--- config.mk ---
export PLATFORM = sky130hd
export DESIGN_NAME = sar_search_controller_flat
export DESIGN_NICKNAME = d
export VERILOG_FILES = /design/src/rtl/sar_search_controller_pkg.sv /design/src/rtl/sar_search_controller_if.sv /design/src/rtl/sar_settle_timer.sv /design/src/rtl/sar_search_controller.sv /design/src/flat_wrapper.sv
export SDC_FILE = /design/constraint.sdc
export NUM_CORES = 1
export LEC_CHECK = 0
export CAP_MARGIN = 20
export CORE_MARGIN = 8
export CORE_UTILIZATION = 55
export DETAILED_ROUTE_END_ITERATION = 10
export PLACE_DENSITY = 0.76
export SYNTH_ARGS = -nofsm -noshare
export SYNTH_HDL_FRONTEND = slang
export SYNTH_HIERARCHICAL = 1
export SYNTH_SLANG_ARGS = --single-unit
--- constraint.sdc ---
create_clock -name clk -period 3.2 [get_ports clk]
set_input_delay 0.64 -clock clk [delete_from_list [all_inputs] [get_ports clk]]
set_output_delay 0.64 -clock clk [all_outputs]
set_load 0.01 [all_outputs]
--- src/rtl/sar_search_controller_pkg.sv ---
// Shared types and helpers for the successive-approximation search controller.
package sar_search_controller_pkg;

    typedef enum logic [1:0] {
        ST_IDLE   = 2'd0,
        ST_SETTLE = 2'd1,
        ST_SAMPLE = 2'd2,
        ST_DONE   = 2'd3
    } sar_state_e;

    // Probe counter must represent WIDTH+1, the worst-case number of samples.
    function automatic int unsigned sar_pcw(input int unsigned width);
        return $clog2(width + 2);
    endfunction

    // Upper middle of the inclusive range [lo, hi].
    function automatic int unsigned sar_mid(input int unsigned lo, input int unsigned hi);
        return (lo + hi + 1) >> 1;
    endfunction

endpackage

--- src/rtl/sar_search_controller_if.sv ---
// Handshake and comparator-facing signals of the search controller.
interface sar_search_controller_if #(
    parameter int WIDTH = 4,
    parameter int PCW   = sar_search_controller_pkg::sar_pcw(WIDTH)
) ();

    logic             start;
    logic             cmp_g;
    logic             cmp_e;
    logic             cmp_l;
    logic [WIDTH-1:0] guess;
    logic             busy;
    logic             done;
    logic             found;
    logic             error;
    logic [WIDTH-1:0] result;
    logic [PCW-1:0]   probes;

    modport master (
        input  start, cmp_g, cmp_e, cmp_l,
        output guess, busy, done, found, error, result, probes
    );

    modport slave (
        output start, cmp_g, cmp_e, cmp_l,
        input  guess, busy, done, found, error, result, probes
    );

endinterface

--- src/rtl/sar_settle_timer.sv ---
// Down-counter that holds off sampling for CYCLES cycles after each new guess.
module sar_settle_timer #(
    parameter int CYCLES = 1
) (
    input  logic clk,
    input  logic rst,
    input  logic load,
    input  logic en,
    output logic expire
);

    localparam int CW = $clog2(CYCLES + 1);

    logic [CW-1:0] cnt_q, cnt_d;

    // NOTE: every signal written here gets a default first, so no latch is inferred.
    always_comb begin
        cnt_d = cnt_q;
        if (load) begin
            cnt_d = CW'(CYCLES - 1);
        end else if (en && cnt_q != '0) begin
            cnt_d = cnt_q - CW'(1);
        end
    end

    assign expire = (cnt_q == '0);

    // NOTE: sequential state uses non-blocking assignments only.
    always_ff @(posedge clk) begin
        if (rst) cnt_q <= '0;
        else     cnt_q <= cnt_d;
    end

endmodule

--- src/rtl/sar_search_controller.sv ---
// Binary-searches the comparator's hidden A operand by driving guesses on B.
module sar_search_controller
    import sar_search_controller_pkg::*;
#(
    parameter int WIDTH  = 4,
    parameter int SETTLE = 0,
    parameter int PCW    = sar_pcw(WIDTH)
) (
    input logic                  clk,
    input logic                  rst,
    sar_search_controller_if.master bus
);

    localparam logic [WIDTH:0]   HI_INIT     = {1'b0, {WIDTH{1'b1}}};
    localparam logic [WIDTH:0]   ONE_EXT     = (WIDTH + 1)'(1);
    localparam logic [WIDTH-1:0] GUESS_INIT  = {1'b1, {(WIDTH - 1){1'b0}}};
    localparam logic [PCW-1:0]   PROBE_MAX   = PCW'(WIDTH + 1);
    localparam sar_state_e       PROBE_STATE = (SETTLE > 0) ? ST_SETTLE : ST_SAMPLE;

    sar_state_e       state_q, state_d;
    logic [WIDTH-1:0] guess_q, guess_d;
    logic [WIDTH-1:0] result_q, result_d;
    logic [WIDTH:0]   lo_q, lo_d;
    logic [WIDTH:0]   hi_q, hi_d;
    logic [PCW-1:0]   probes_q, probes_d;
    logic             busy_q, busy_d;
    logic             done_q, done_d;
    logic             found_q, found_d;
    logic             error_q, error_d;

    logic [WIDTH:0]   lo_n, hi_n;
    logic [2:0]       cmp_vec;
    logic             settle_expire;

    generate
        if (SETTLE > 0) begin : g_timer
            sar_settle_timer #(.CYCLES(SETTLE)) u_timer (
                .clk    (clk),
                .rst    (rst),
                .load   (state_d == ST_SETTLE && state_q != ST_SETTLE),
                .en     (state_q == ST_SETTLE),
                .expire (settle_expire)
            );
        end else begin : g_no_timer
            assign settle_expire = 1'b1;
        end
    endgenerate

    always_comb begin
        state_d  = state_q;
        guess_d  = guess_q;
        result_d = result_q;
        lo_d     = lo_q;
        hi_d     = hi_q;
        probes_d = probes_q;
        found_d  = found_q;
        error_d  = error_q;
        lo_n     = lo_q;
        hi_n     = hi_q;
        cmp_vec  = {bus.cmp_g, bus.cmp_e, bus.cmp_l};

        case (state_q)
            ST_IDLE: begin
                if (bus.start) begin
                    lo_d     = '0;
                    hi_d     = HI_INIT;
                    guess_d  = GUESS_INIT;
                    probes_d = '0;
                    found_d  = 1'b0;
                    error_d  = 1'b0;
                    result_d = '0;
                    state_d  = PROBE_STATE;
                end
            end
            ST_SETTLE: begin
                if (settle_expire) state_d = ST_SAMPLE;
            end
            ST_SAMPLE: begin
                probes_d = probes_q + PCW'(1);
                if (!(cmp_vec inside {3'b100, 3'b010, 3'b001})) begin
                    error_d = 1'b1;
                    state_d = ST_DONE;
                end else if (bus.cmp_e) begin
                    result_d = guess_q;
                    found_d  = 1'b1;
                    state_d  = ST_DONE;
                end else begin
                    // Bounds carry one extra bit so lo=2^WIDTH and hi=-1 stay distinguishable.
                    if (bus.cmp_g) lo_n = {1'b0, guess_q} + ONE_EXT;
                    else           hi_n = {1'b0, guess_q} - ONE_EXT;
                    lo_d = lo_n;
                    hi_d = hi_n;
                    if (hi_n[WIDTH] || lo_n > hi_n || probes_d == PROBE_MAX) begin
                        error_d = 1'b1;
                        state_d = ST_DONE;
                    end else begin
                        guess_d = WIDTH'(sar_mid(32'(lo_n), 32'(hi_n)));
                        state_d = PROBE_STATE;
                    end
                end
            end
            ST_DONE: state_d = ST_IDLE;
            default: state_d = ST_IDLE;
        endcase

        busy_d = (state_d == ST_SETTLE) || (state_d == ST_SAMPLE);
        done_d = (state_d == ST_DONE);
    end

    always_ff @(posedge clk) begin
        // NOTE: every flop, including the search bounds, is reset so a mid-search reset leaves no stale range.
        if (rst) begin
            state_q  <= ST_IDLE;
            guess_q  <= '0;
            result_q <= '0;
            lo_q     <= '0;
            hi_q     <= '0;
            probes_q <= '0;
            busy_q   <= 1'b0;
            done_q   <= 1'b0;
            found_q  <= 1'b0;
            error_q  <= 1'b0;
        end else begin
            state_q  <= state_d;
            guess_q  <= guess_d;
            result_q <= result_d;
            lo_q     <= lo_d;
            hi_q     <= hi_d;
            probes_q <= probes_d;
            busy_q   <= busy_d;
            done_q   <= done_d;
            found_q  <= found_d;
            error_q  <= error_d;
        end
    end

    assign bus.guess  = guess_q;
    assign bus.busy   = busy_q;
    assign bus.done   = done_q;
    assign bus.found  = found_q;
    assign bus.error  = error_q;
    assign bus.result = result_q;
    assign bus.probes = probes_q;

endmodule

--- src/flat_wrapper.sv ---
// flat-port wrapper written by rule: the top's interface ports become plain ports
module sar_search_controller_flat import sar_search_controller_pkg::*;
#(
    parameter int WIDTH  = 4,
    parameter int SETTLE = 0,
    parameter int PCW    = sar_pcw(WIDTH)
)
  (clk, rst, bus_start, bus_cmp_g, bus_cmp_e, bus_cmp_l, bus_guess, bus_busy, bus_done, bus_found, bus_error, bus_result, bus_probes);
  sar_search_controller_if #(.WIDTH(WIDTH), .PCW(PCW)) bus_i ();
  input logic clk;
  input logic rst;
  input wire logic [$bits(bus_i.start)-1:0] bus_start;
  input wire logic [$bits(bus_i.cmp_g)-1:0] bus_cmp_g;
  input wire logic [$bits(bus_i.cmp_e)-1:0] bus_cmp_e;
  input wire logic [$bits(bus_i.cmp_l)-1:0] bus_cmp_l;
  output wire logic [$bits(bus_i.guess)-1:0] bus_guess;
  output wire logic [$bits(bus_i.busy)-1:0] bus_busy;
  output wire logic [$bits(bus_i.done)-1:0] bus_done;
  output wire logic [$bits(bus_i.found)-1:0] bus_found;
  output wire logic [$bits(bus_i.error)-1:0] bus_error;
  output wire logic [$bits(bus_i.result)-1:0] bus_result;
  output wire logic [$bits(bus_i.probes)-1:0] bus_probes;
  assign bus_i.start = bus_start;
  assign bus_i.cmp_g = bus_cmp_g;
  assign bus_i.cmp_e = bus_cmp_e;
  assign bus_i.cmp_l = bus_cmp_l;
  assign bus_guess = bus_i.guess;
  assign bus_busy = bus_i.busy;
  assign bus_done = bus_i.done;
  assign bus_found = bus_i.found;
  assign bus_error = bus_i.error;
  assign bus_result = bus_i.result;
  assign bus_probes = bus_i.probes;
  sar_search_controller #(.WIDTH(WIDTH), .SETTLE(SETTLE), .PCW(PCW)) u_core (.clk(clk), .rst(rst), .bus(bus_i));
endmodule
* Word-level counts from Yosys, hierarchy flattened *
Index checks and enable logic that the tools add are counted.

word-level totals
  register bits = 27
  bits of input ports = 6
  output and inout bits = 15
  logic and storage cells = 84

operators by class
  $add $sub $neg = 5
  order comparisons = 1
  eq/ne operators = 17
  muxes and demuxes = 40
  reductions and logical operators = 11

operators with widths
  cell                                                                count
  5-bit two-way mux                                                   14
  4-bit two-way mux                                                   7
  5-bit one-hot mux with 2 select lines                               2
  4-bit one-hot mux with 2 select lines                               2
  4-bit AND reduction                                                 3
  2-bit == test, second input constant                                4
  2-bit inequality test, second input constant                        4
  2-bit one-hot mux with 4 select lines                               1
  1-bit two-way mux                                                   7
  3-bit == test, second input constant                                2
  2-bit two-way mux                                                   3
  3-bit inequality test, second input constant                        2
  3-bit one-hot mux with 2 select lines                               1
  4-bit by 1-bit adder with 5-bit output, second input constant       1
  5-bit by 1-bit adder with 5-bit output, second input constant       1
  5-bit adder                                                         1
  5-bit greater-than comparator                                       1
  5-bit AND reduction                                                 1
  4-bit by 1-bit subtractor with 5-bit output, second input constant  1
  2-bit by 1-bit == test with 1-bit output, second input constant     2
  1-bit one-hot mux with 2 select lines                               2
  3-bit by 1-bit adder with 3-bit output, second input constant       1
  3-bit by 1-bit == test with 1-bit output, second input constant     1
  3-bit by 2-bit == test with 1-bit output, second input constant     1
  7 further kinds                                                     9

* Depth between registers and ports, before layout *
Gate-level depths: netlist of run 1.

  depth after elaboration = 14
  depth in mapped cells = 14
  mapped depth without buffers = 14

* Worst setup path before layout of run 1 *
No wires, ideal clock.

  path kind = input-to-reg
  from = in bus_cmp_g
  to = reg u_core.busy_q (netlist: u_core/bus.busy)
  arrival time = 2.780 ns
  setup slack = 0.290 ns
  cell stages on the path = 12
  path buffers = 2
  cell sequence = buf_2 buf_1 a21oi_1 inv_1 ha_1 nor3_1 o31ai_1 nand4_4 a21oi_1 o21ai_1 ha_1 nor2b_1

between the ends
  longest elaborated chain between the ends = 13
  elaborated cells on any way between the ends = 22
  those cells by class = order compare: 1; eq/ne: 5; mux: 12; reduce/logical: 4

RTL lines
  what                                                                       RTL line                      RTL
  from (decl)                                                                flat_wrapper.sv:13            input wire logic [$bits(bus_i.cmp_g)-1:0] bus_cmp_g;
  5-bit two-way mux                                                          sar_search_controller.sv:89   if (bus.cmp_g) lo_n = {1'b0, guess_q} + ONE_EXT;
  5-bit two-way mux                                                          sar_search_controller.sv:83   end else if (bus.cmp_e) begin
  5-bit two-way mux                                                          sar_search_controller.sv:80   if (!(cmp_vec inside {3'b100, 3'b010, 3'b001})) begin
  5-bit two-way mux                                                          sar_search_controller.sv:62   case (state_q)
  5-bit greater-than comparator                                              sar_search_controller.sv:93   if (hi_n[WIDTH] || lo_n > hi_n || probes_d == PROBE_MAX) begin
  1-bit logical OR (2 in series)                                             sar_search_controller.sv:93
  1-bit two-way mux                                                          sar_search_controller.sv:93
  2-bit two-way mux                                                          sar_search_controller.sv:83
  2-bit two-way mux *                                                        sar_search_controller.sv:80
  2-bit one-hot mux with 4 select lines *                                    sar_search_controller.sv:62
  2-bit by 1-bit == test with 1-bit output or 2-bit == test (tied branches)  sar_search_controller.sv:106  busy_d = (state_d == ST_SETTLE) || (state_d == ST_SAMPLE);
  1-bit logical OR *                                                         sar_search_controller.sv:106
  named net u_core.busy_d                                                    sar_search_controller.sv:26   logic busy_q, busy_d;
  to (signal assigned)                                                       sar_search_controller.sv:130  busy_q <= busy_d;
  to (decl)                                                                  sar_search_controller.sv:26

The timed path passes the listed nets; every way through them passes the cells marked *. The select of a mux whose other input is x is not followed.
A chain may end at the register's enable or synchronous reset.

* Worst setup path after layout of run 1 *
  from = in bus_cmp_g
  to = reg u_core.guess_q[3] (netlist: u_core/bus.guess[3])

between the ends
  longest elaborated chain between the ends = 10
  elaborated cells on any way between the ends = 24
  those cells by class = add/sub: 2; order compare: 1; eq/ne: 5; mux: 12; reduce/logical: 4

RTL lines
  what                                    RTL line                         RTL
  5-bit two-way mux                       sar_search_controller.sv:89
  5-bit two-way mux                       sar_search_controller.sv:83
  5-bit two-way mux                       sar_search_controller.sv:80
  5-bit two-way mux                       sar_search_controller.sv:62
  5-bit adder                             sar_search_controller_pkg.sv:18  return (lo + hi + 1) >> 1;
  5-bit by 1-bit adder with 5-bit output  sar_search_controller_pkg.sv:18
  4-bit two-way mux                       sar_search_controller.sv:93
  4-bit two-way mux                       sar_search_controller.sv:83
  4-bit two-way mux                       sar_search_controller.sv:80
  4-bit one-hot mux with 2 select lines   sar_search_controller.sv:62
  to (signal assigned)                    sar_search_controller.sv:125     guess_q <= guess_d;
  to (decl)                               sar_search_controller.sv:21      logic [WIDTH-1:0] guess_q, guess_d;

Several ways; a longest one is shown, not always the timed one. The select of a mux whose other input is x is not followed.

==> results.md, run 1 <==
- Mean post-synth cell area: 8.32 um2
- Overflow after GRT: 0
- Crit end category: flip-flop
- Worst skew pair latency: 0.33 ns
- H-tree depth: 1
- Clock Pin Slew Worst Setup and Hold Paths: 0.15 ns
- Largest net degree at the start of global routing: 22
- Worst-case reg-to-reg path depth: 14
- Die width: 72.0 um
- Worst path cell trace: clkdlybuf4s50_1 > buf_4 > mux2i_1 > inv_1 > ha_1 > nor3_1 > o31ai_1 > buf_4 > nand4_4 > buf_4 > and2_4 > o311a_1
- Placer congestion estimate: ~0.93
- Status: completed
- Sequential fraction of the synthesis area: around a third
- Worst endpoint data arrival time: about 3.2 ns
- Min Tclk post-route: 3.00 ns
- Top cell by count, worst path: buf_4
- Psw: ~0.00046 W
- Nets: 270
- Root Driver: clkbuf_4
- Synthesized instance count: 207
- CTS Buf Count: 3
- Final Hold Viols: 0
- Internal: 0.000724 W
- Max Slew Vio Count: 0
- Leakage power: just under 0.9 nW
- Share of cells above drive strength 1: 15.0%
- Flop pwr share: 35.4%
- Via count: 1,608
- Drt initial violations: 108
- TritonCTS clock tree: built
- First-pass GRT wire length: 7.47 mm
- Inst Count DP: about 290
- FF/Latch Area: 541 um2
- Vias in the first global route: 1,617
- GRT Total Usage: ~18%
- Fin Setup TNS: 0 ns
- Placed Area: 2120 um2
- Slowest CP cell: clkdlybuf4s50_1
- Yosys cell types: 49
- Post-Syn Area: 1720 um2
- Required @ worst endpoint: 3.44 ns
- Switching part of the total power: between 30% and 40%
- VDD IR-drop max: 457 uV
- Detailed placement HPWL: 3.34 mm
- Min-Delay Path Class: flip-flop to flip-flop
- Die area: 5180 um2
- Combinational Power Share: 51.7%
- DRC errors left: 0
- Port Buffers: 20
- Largest stage delay on the critical path: 0.55 ns
- Pre-CTS setup slack: -0.117 ns
- Die height: slightly above 70 um
- Max Cap Violations: 0
- Max Fclk: 333 MHz
- Area of the multi-input gates: 1070 um2
- Rel. slew slack: 49.2%
- Slew @ Worst Pin: 0.756 ns
- Setup CP Type: input port to flip-flop
- Worst hold stages: 2
- Fillers: between 200 and 300
- Initial Util: 56.9%
- Routed WL per cell: 14.7 um
- Final Setup Violations: 0
- Core ar.: 3030 um2
- Clock share of power: about an eighth
- Post-CTS Hold Fix Bufs: 0
- Post-Layout Cell Count: a little under 300
- Vias/cell: 5.53
- Commonest cells after routing, fill and taps aside: 27 x dfxtp_1, 25 x buf_4, 22 x a21oi_1
- Synth warnings: 6
- Top_reg_cell synth: dfxtp_1
- Syn nets: 229
- Post-layout worst setup margin: 0.199 ns
- RSZ-0062 raised after global routing: false
- Row cnt: 20
- Clock sinks: 27
- DR pass1 iterations: 4
- Ports: 21
- Seq cells post-synth: 27
- Antenna cells: 0
- Initial antenna violation count: 0
- Most common cell after layout, fill and taps aside: dfxtp_1
- Fin crit share: a little over nine tenths
- Antenna viol nets, final: 0
- Area Overhead vs Synth: 24.6%
- Clk_skew: 0.00296 ns
- Number of synthesized flops with an enable pin: 0
- CTS Buffer Depth: 2
- PwrDens: approximately 550 nW/um2
- Critical-path maximum fanout: 5
- Post-CTS Resized: 0
- # Post-CTS Setup Buffers: 0
- FFs w/ async S/R, synth: 0%
- Routed Wire Length: 4.28 mm
- Worst Setup Start Kind: input port
- Final Cell Area: between 2000 and 2500 um2
## stage by stage
| step | total power, W | util [%] | hold slack (ns) |
|---|---|---|---|
| after floorplan | 0.000789 | - | 0.429 |
| after CTS | 0.00118 | 70.9 | 0.467 |
| after detailed placement | 0.00103 | 70.0 | 0.449 |
| after global routing | 0.00127 | 70.9 | 0.489 |
| after global placement | 0.00101 | 70.0 | 0.439 |
| final | 0.00118 | 70.9 | 0.467 |
## registers in the layout, indices dropped and copies added, names as in the netlist
register,cells
u_core/bus.probes,3
u_core/bus.found,1
u_core/hi_q,5
u_core/bus.error,1
u_core/bus.result,4
u_core/bus.done,1
u_core/bus.busy,1
u_core/state_q,2
u_core/bus.guess,4
u_core/lo_q,5
## kinds of logic after synthesis
kind of cell / count (synthesis) / synth area share (%)
muxes: 3 / 1.82
and+or+nand+nor: 72 / 23.0
xor gates and xnor gates: 8 / 4.07
adders and majority gates: 16 / 12.1
buffers and inverters: 26 / 6.32
DFF: 27 / 31.4
AOI/OAI and AO/OA: 55 / 21.4
## critical path, delay by kind of cell
family                   cells  cell delay (ns)
AO/OA/AOI/OAI                2             0.60
adder cells (fa/ha/maj)      1             0.30
AND/OR/NAND/NOR              3             0.29
buffers and inverters        5             1.12
multiplexers                 1             0.27
## Yosys cell counts, types with 3 or more instances
cell type | number | area (um2)
nor3b_1 | 3 | 22.5
dfxtp_1 | 27 | 541
o21ai_0 | 5 | 25.0
nand3_1 | 6 | 30.0
inv_1 | 17 | 63.8
a311oi_1 | 3 | 26.3
nor2b_1 | 7 | 43.8
a21o_1 | 4 | 30.0
buf_2 | 3 | 15.0
a22oi_1 | 4 | 30.0
xnor2_1 | 6 | 52.6
nor2_1 | 20 | 75.1
nand2b_1 | 4 | 25.0
ha_1 | 15 | 188
nand2_1 | 16 | 60.1
clkbuf_1 | 3 | 11.3
a21oi_1 | 22 | 110
## path summary, 6_finish.rpt
kind / from / end / slack (ns)
worst min-delay path: u_core/lo_q[0] / u_core/lo_q[0] / 0.47
worst min register to register: u_core/lo_q[0] / u_core/lo_q[0] / 0.47
worst max register to register: u_core/bus.guess[1] / u_core/bus.guess[3] / 0.25
worst max-delay path: bus_cmp_g / u_core/bus.guess[3] / 0.20
## power groups by stage
stage,logic [W],clock network [W],registers (W)
2_1_floorplan,0.000375,0,0.000414
3_3_place_gp,0.000590,0,0.000422
3_5_place_dp,0.000602,0,0.000426
4_1_cts,0.000607,0.000157,0.000418
5_1_grt,0.000675,0.000170,0.000425
6_report,0.000611,0.000153,0.000418
## per-layer routing
metal | GRT usage [%] | wire, um | share of wire, % | vias up
met4 | 6.12 | 29 | 0.68 | 0
met2 | 30.6 | 2190 | 51 | 25
met3 | 4.13 | 155 | 3.6 | 4
li1 | - | - | - | 805
met5 | 0 | 0 | 0 | -
met1 | 20.8 | 1900 | 45 | 774
## area by class of cell
cell class | count | area share, %
repair buffers | 45 | 18.1
well taps | 44 | 2.57
flip-flops and latches | 27 | 25.2
multi-input cells | 154 | 50.0
clock buffers | 4 | 1.22
inverters | 17 | 2.97
Note: power is estimated with default switching activity, not from simulation.
==> run 2: changes to the inputs <==
PLACE_DENSITY = 0.79   (was 0.76)
==> results.md, run 2 (synthesis gave the netlist of run 1 again) <==
- Port Buffers: 20
- Detailed placement HPWL: 3.26 mm
- Routed WL per cell: 14.8 um
- Placer congestion estimate: 0.964
- Critical-path maximum fanout: 14
- Root Driver: clkbuf_4
- Worst hold slack: 0.467 ns
- Routed Wire Length: 4.25 mm
- RSZ-0062 raised after global routing: false
- Clk_skew: 0.00919 ns
- Drt initial violations: 100
- Min-Delay Path Class: flip-flop to flip-flop
- Met3 wire len: 272 um
- Met2 routed WL: 2.01 mm
- Largest net degree at the start of global routing: 24
- Max Cap Violations: 0
- GRT Total Usage: 16.9%
- Post-Layout Cell Count: 287
- Required @ worst endpoint: 3.43 ns
- Worst endpoint data arrival time: 3.22 ns
- Inst Count DP: 283
- Die area: 5180 um2
- Leakage power: 0.857 nW
- Row cnt: 20
- Initial Util: 56.9%
- Ports: 21
- VDD IR-drop max: 345 uV
- Critical path buffers and inverters: 2
- Setup CP Type: input port to flip-flop
- PwrDens: 547 nW/um2
- Vias in the first global route: ~1,600
- Final Hold Viols: 0
- Most common cell after layout, fill and taps aside: dfxtp_1
- Nets: 266
- Min Tclk post-route: approximately 3 ns
- Max Fclk: 334 MHz
- Worst path cell trace: clkdlybuf4s50_1 > buf_4 > mux2_2 > ha_1 > nand4bb_1 > o22ai_1 > nand3_1 > a21oi_1 > o21ai_1 > ha_1 > nor2b_1
- Slowest CP cell: clkdlybuf4s50_1
- Crit end category: flip-flop
- Final Setup Violations: 0
- Status: completed
- CTS Buf Count: 3
- DR pass1 iterations: 4
- Top cell by count, worst path: ha_1
- Post-layout util: 70.1%
- Clock sinks: 27
- Slew @ Worst Pin: roughly 0.75 ns
- Biggest regs: u_core/hi_q x5, u_core/lo_q x5
- Antenna viol nets, final: 0
- CTS Buffer Depth: 2
- Uppermost layer routed: met4
- First-pass GRT wire length: 7.21 mm
- Die width: slightly above 70 um
- Vias/cell: about 5.6
- Share of cells above drive strength 1: between 10% and 20%
- Overflow after GRT: 0
- Antenna cells: 0
- CP delay by family, top: buffers and inverters
- DRC errors left: 0
- Post-CTS Hold Fix Bufs: 0
- Fin crit share: 93.7%
- Worst skew pair latency: 0.33 ns
- Max Slew Vio Count: 0
- Core ar.: 3030 um2
- Worst Setup Start Kind: input port
- TritonCTS clock tree: built
- Initial antenna violation count: 0
- Via count: 1,620
- Rel. slew slack: 49.3%
- Clock Pin Slew Worst Setup and Hold Paths: 0.15 ns
- Area Overhead vs Synth: 23.3%
- Die height: 72.0 um
- Largest stage delay on the critical path: 0.46 ns
- Commonest cells after routing, fill and taps aside: 27 x dfxtp_1, 22 x a21oi_1, 21 x buf_4
- H-tree depth: 1
- Metal-1 WL: roughly 1.9 mm
==> run 2: worst register-to-register path, delay by kind of cell, from the launching register on <==
family	cells	cell delay, ns
xor gates and xnor gates	1	0.14
buffers and inverters	2	0.18
adders and majority gates	3	0.84
AOI/OAI and AO/OA	4	0.58
DFF	1	0.52
and+or+nand+nor	4	0.59
==> run 2: layout make-up <==
cell class / instances / area [um2]
fill: 249 / 906
inverter: 17 / 63.8
multi-input combinational: 154 / 1080
clock buffer: 4 / 26.3
tap: 44 / 55.1
timing repair buffer: 41 / 358
sequential: 27 / 541
==> run 2: report_power, final <==
part	internal, W	leakage, nW	switching, W
logic	0.000280	0.621	0.000309
clock network	0.0000489	0.0150	0.000103
registers	0.000376	0.220	0.0000430
total	0.000705	0.857	0.000456
==> run 2: metal layers <==
metal | global-route usage [%] | vias to the layer above
met2 | 27.3 | 50
met1 | 21.3 | 761
met4 | 5.90 | 0
li1 | - | 800
met5 | 0 | -
met3 | 4.27 | 9
==> run 2: per-stage QoR <==
stage / power (W) / setup WS [ns] / cell area, um2 / TNS [ns]
floorplan: 0.000789 / 0.290 / 1720 / 0
global placement: 0.000976 / -0.0757 / 2090 / -0.138
detailed placement: 0.00101 / -0.212 / 2090 / -0.882
CTS: 0.00116 / 0.149 / 2120 / 0
global route: 0.00124 / 0.0812 / 2120 / 0
finish: 0.00116 / 0.202 / 2120 / 0
==> run 2: final timing paths <==
check / startpoint / endpoint / slack (ns) / cells after the start
worst max-delay path: bus_cmp_g / u_core/bus.busy / 0.20 / 11
worst min-delay path: u_core/lo_q[2] / u_core/lo_q[2] / 0.47 / 2
worst max register to register: u_core/bus.guess[1] / u_core/bus.busy / 0.27 / 14
worst min register to register: u_core/lo_q[2] / u_core/lo_q[2] / 0.47 / 2
==> run 2: repair_timing <==
action	4_1_cts	5_1_grt
endpoints found under the setup margin	0	4
resized for setup	0	1
setup buffers	0	0
==> run 3: changes to the inputs <==
CORE_MARGIN = 2   (was 8)
PLACE_DENSITY = 0.81   (was 0.79)
SLEW_MARGIN = 25   (was default)
==> results.md, run 3 (synthesis gave the netlist of run 1 again) <==
- Setup CP Type: input port to flip-flop
- Clock sinks: 27
- Fin crit share: 92.6%
- Leakage power: 0.832 nW
- RSZ-0062 raised after global routing: false
- Ports: 21
- Max Cap Violations: 0
- Met3 usage: about 3.7%
- Commonest cells after routing, fill and taps aside: 26 x dfxtp_1, 22 x a21oi_1, 20 x clkdlybuf4s50_1, 20 x nor2_1, 17 x inv_1
- Worst-case reg-to-reg path depth: 15
- Placer congestion estimate: 0.866
- Largest net degree at the start of global routing: 24
- Busiest grt layer: met2
- Final Setup Violations: 0
- Critical-path maximum fanout: 8
- DR pass1 iterations: 4
- Nets: 261
- Vias in the first global route: 1,468
- Fin Setup TNS: 0 ns
- CTS Buffer Depth: 2
- Min Tclk post-route: 2.96 ns
- Routed Wire Length: 3.74 mm
- Status: completed
- Antenna viol nets, final: 0
- Min-Delay Path Class: flip-flop to flip-flop
- Required @ worst endpoint: 3.43 ns
- # Post-CTS Setup Buffers: 0
- Rel. slew slack: 51.4%
- Most common cell after layout, fill and taps aside: dfxtp_1
- Max Fclk: between 300 and 400 MHz
- Routed WL per cell: 13.8 um
- Slew @ Worst Pin: about 0.72 ns
- Overflow after GRT: 0
- Clk_skew: 0.0125 ns
- FF-to-FF End: u_core/bus.busy
- Worst endpoint data arrival time: 3.20 ns
- Die area: 3590 um2
- Drt initial violations: 56
- Worst hold stages: 2
- GRT Total Usage: a little under a quarter
- Initial antenna violation count: 0
- Post-Layout Cell Count: 271
- Core ar.: 3000 um2
- Pwr Total: about 0.0011 W
- Met1 global-route usage: 32.5%
- Port Buffers: 20
- Inst Count DP: between 200 and 300
- Root Driver: clkbuf_4
- Row cnt: 20
- Crit end category: flip-flop
- Largest stage delay on the critical path: 0.42 ns
- DRC errors left: 0
- Vias/cell: roughly 5.7
- Detailed placement HPWL: roughly 2.8 mm
- Via count: 1,542
- Clock Pin Slew Worst Setup and Hold Paths: ~0.15 ns
- Worst Setup Start Kind: input port
- FF-to-FF setup slack: 0.45 ns
- H-tree depth: 1
- Slowest CP cell: clkdlybuf4s50_1
- Antenna cells: 0
- Worst skew pair latency: approximately 0.32 ns
- Die height: 60.0 um
- Area Overhead vs Synth: 20.1%
- Share of cells above drive strength 1: 12.6%
- Worst path cell trace: clkdlybuf4s50_1 > buf_4 > nor4b_1 > a21oi_1 > ha_1 > a21o_1 > a211oi_1 > buf_4 > nand4_4 > a21oi_1 > o21ai_1 > ha_1 > nor2b_1
- Die width: 60.0 um
- CTS Buf Count: 3
- Biggest regs: u_core/hi_q x5, u_core/lo_q x5
- Max Slew Vio Count: 0
- Met2 Track Usage GR: about two fifths
- PwrDens: 543 nW/um2
- Hold EP: u_core/lo_q[0]
- Min-delay src: u_core/lo_q[0]
- First-pass GRT wire length: 6.48 mm
- Final Hold Viols: 0
- Initial Util: 57.3%
- VDD IR-drop max: 270 uV
- TritonCTS clock tree: built
- Worst r2r src: u_core/bus.guess[1]
## run 3: cell count changes in the layout (fill, tap and decap cells not counted)
cell	before	now
nor4b_1	0	1
buf_4	21	16
nor4b_2	1	0
dfxtp_1	27	26
clkinv_2	0	1
clkbuf_1	1	0
dfxtp_2	0	1
## run 3: worst max-delay path: cells and delay by family
family / cells / cell delay [ns]
buffers and inverters: 3 / 0.76
AO/OA/AOI/OAI: 5 / 0.75
AND/OR/NAND/NOR: 3 / 0.54
adder cells (fa/ha/maj): 2 / 0.51
## run 3: worst max-delay path by stage
stage | cells after the start | to | slack, ns | start
floorplan | 12 | u_core/bus.busy | 0.29 | bus_cmp_g
global placement | 13 | u_core/bus.busy | -0.01 | bus_cmp_g
detailed placement | 12 | u_core/bus.busy | -0.11 | bus_cmp_g
CTS | 12 | u_core/bus.busy | 0.24 | bus_cmp_g
global route | 12 | u_core/bus.busy | 0.11 | bus_cmp_g
finish | 13 | u_core/bus.busy | 0.24 | bus_cmp_g
## run 3: stage by stage
step	cell area, um2	worst slack (ns)	hold WS [ns]	utilization, %
2_1_floorplan	1720	0.290	0.429	-
3_3_place_gp	2040	-0.0137	0.438	67.9
3_5_place_dp	2040	-0.113	0.444	67.9
4_1_cts	2070	0.240	0.462	68.8
5_1_grt	2070	0.110	0.486	68.8
6_report	2070	0.235	0.458	68.8
## run 3: cell type report
cell class / instances / area [um2]
Tap cell: 33 / 41.3
Multi-Input combinational cell: 154 / 1070
Sequential cell: 27 / 542
Clock inverter: 1 / 5.00
Fill cell: 260 / 936
Inverter: 17 / 63.8
Timing Repair Buffer: 36 / 320
Clock buffer: 3 / 22.5
## run 3: what timing repair did
item / 4_1_cts / 5_1_grt
hold buffers: 0 / 0
endpoints found under the setup margin: 0 / 1
hold endpoints to repair: 0 / 0
gates resized for setup: 0 / 1
## run 3: routing by layer
metal / vias up / wire [um]
li1: 791 / -
met1: 716 / 1810
met2: 35 / 1750
met3: 0 / 172
met4: 0 / 0
met5: - / 0
## run 3: power breakdown
part	internal [W]	switching, W	total (W)
clock	0.0000467	0.000100	0.000147
combinational	0.000266	0.000293	0.000559
sequential	0.000376	0.0000399	0.000416
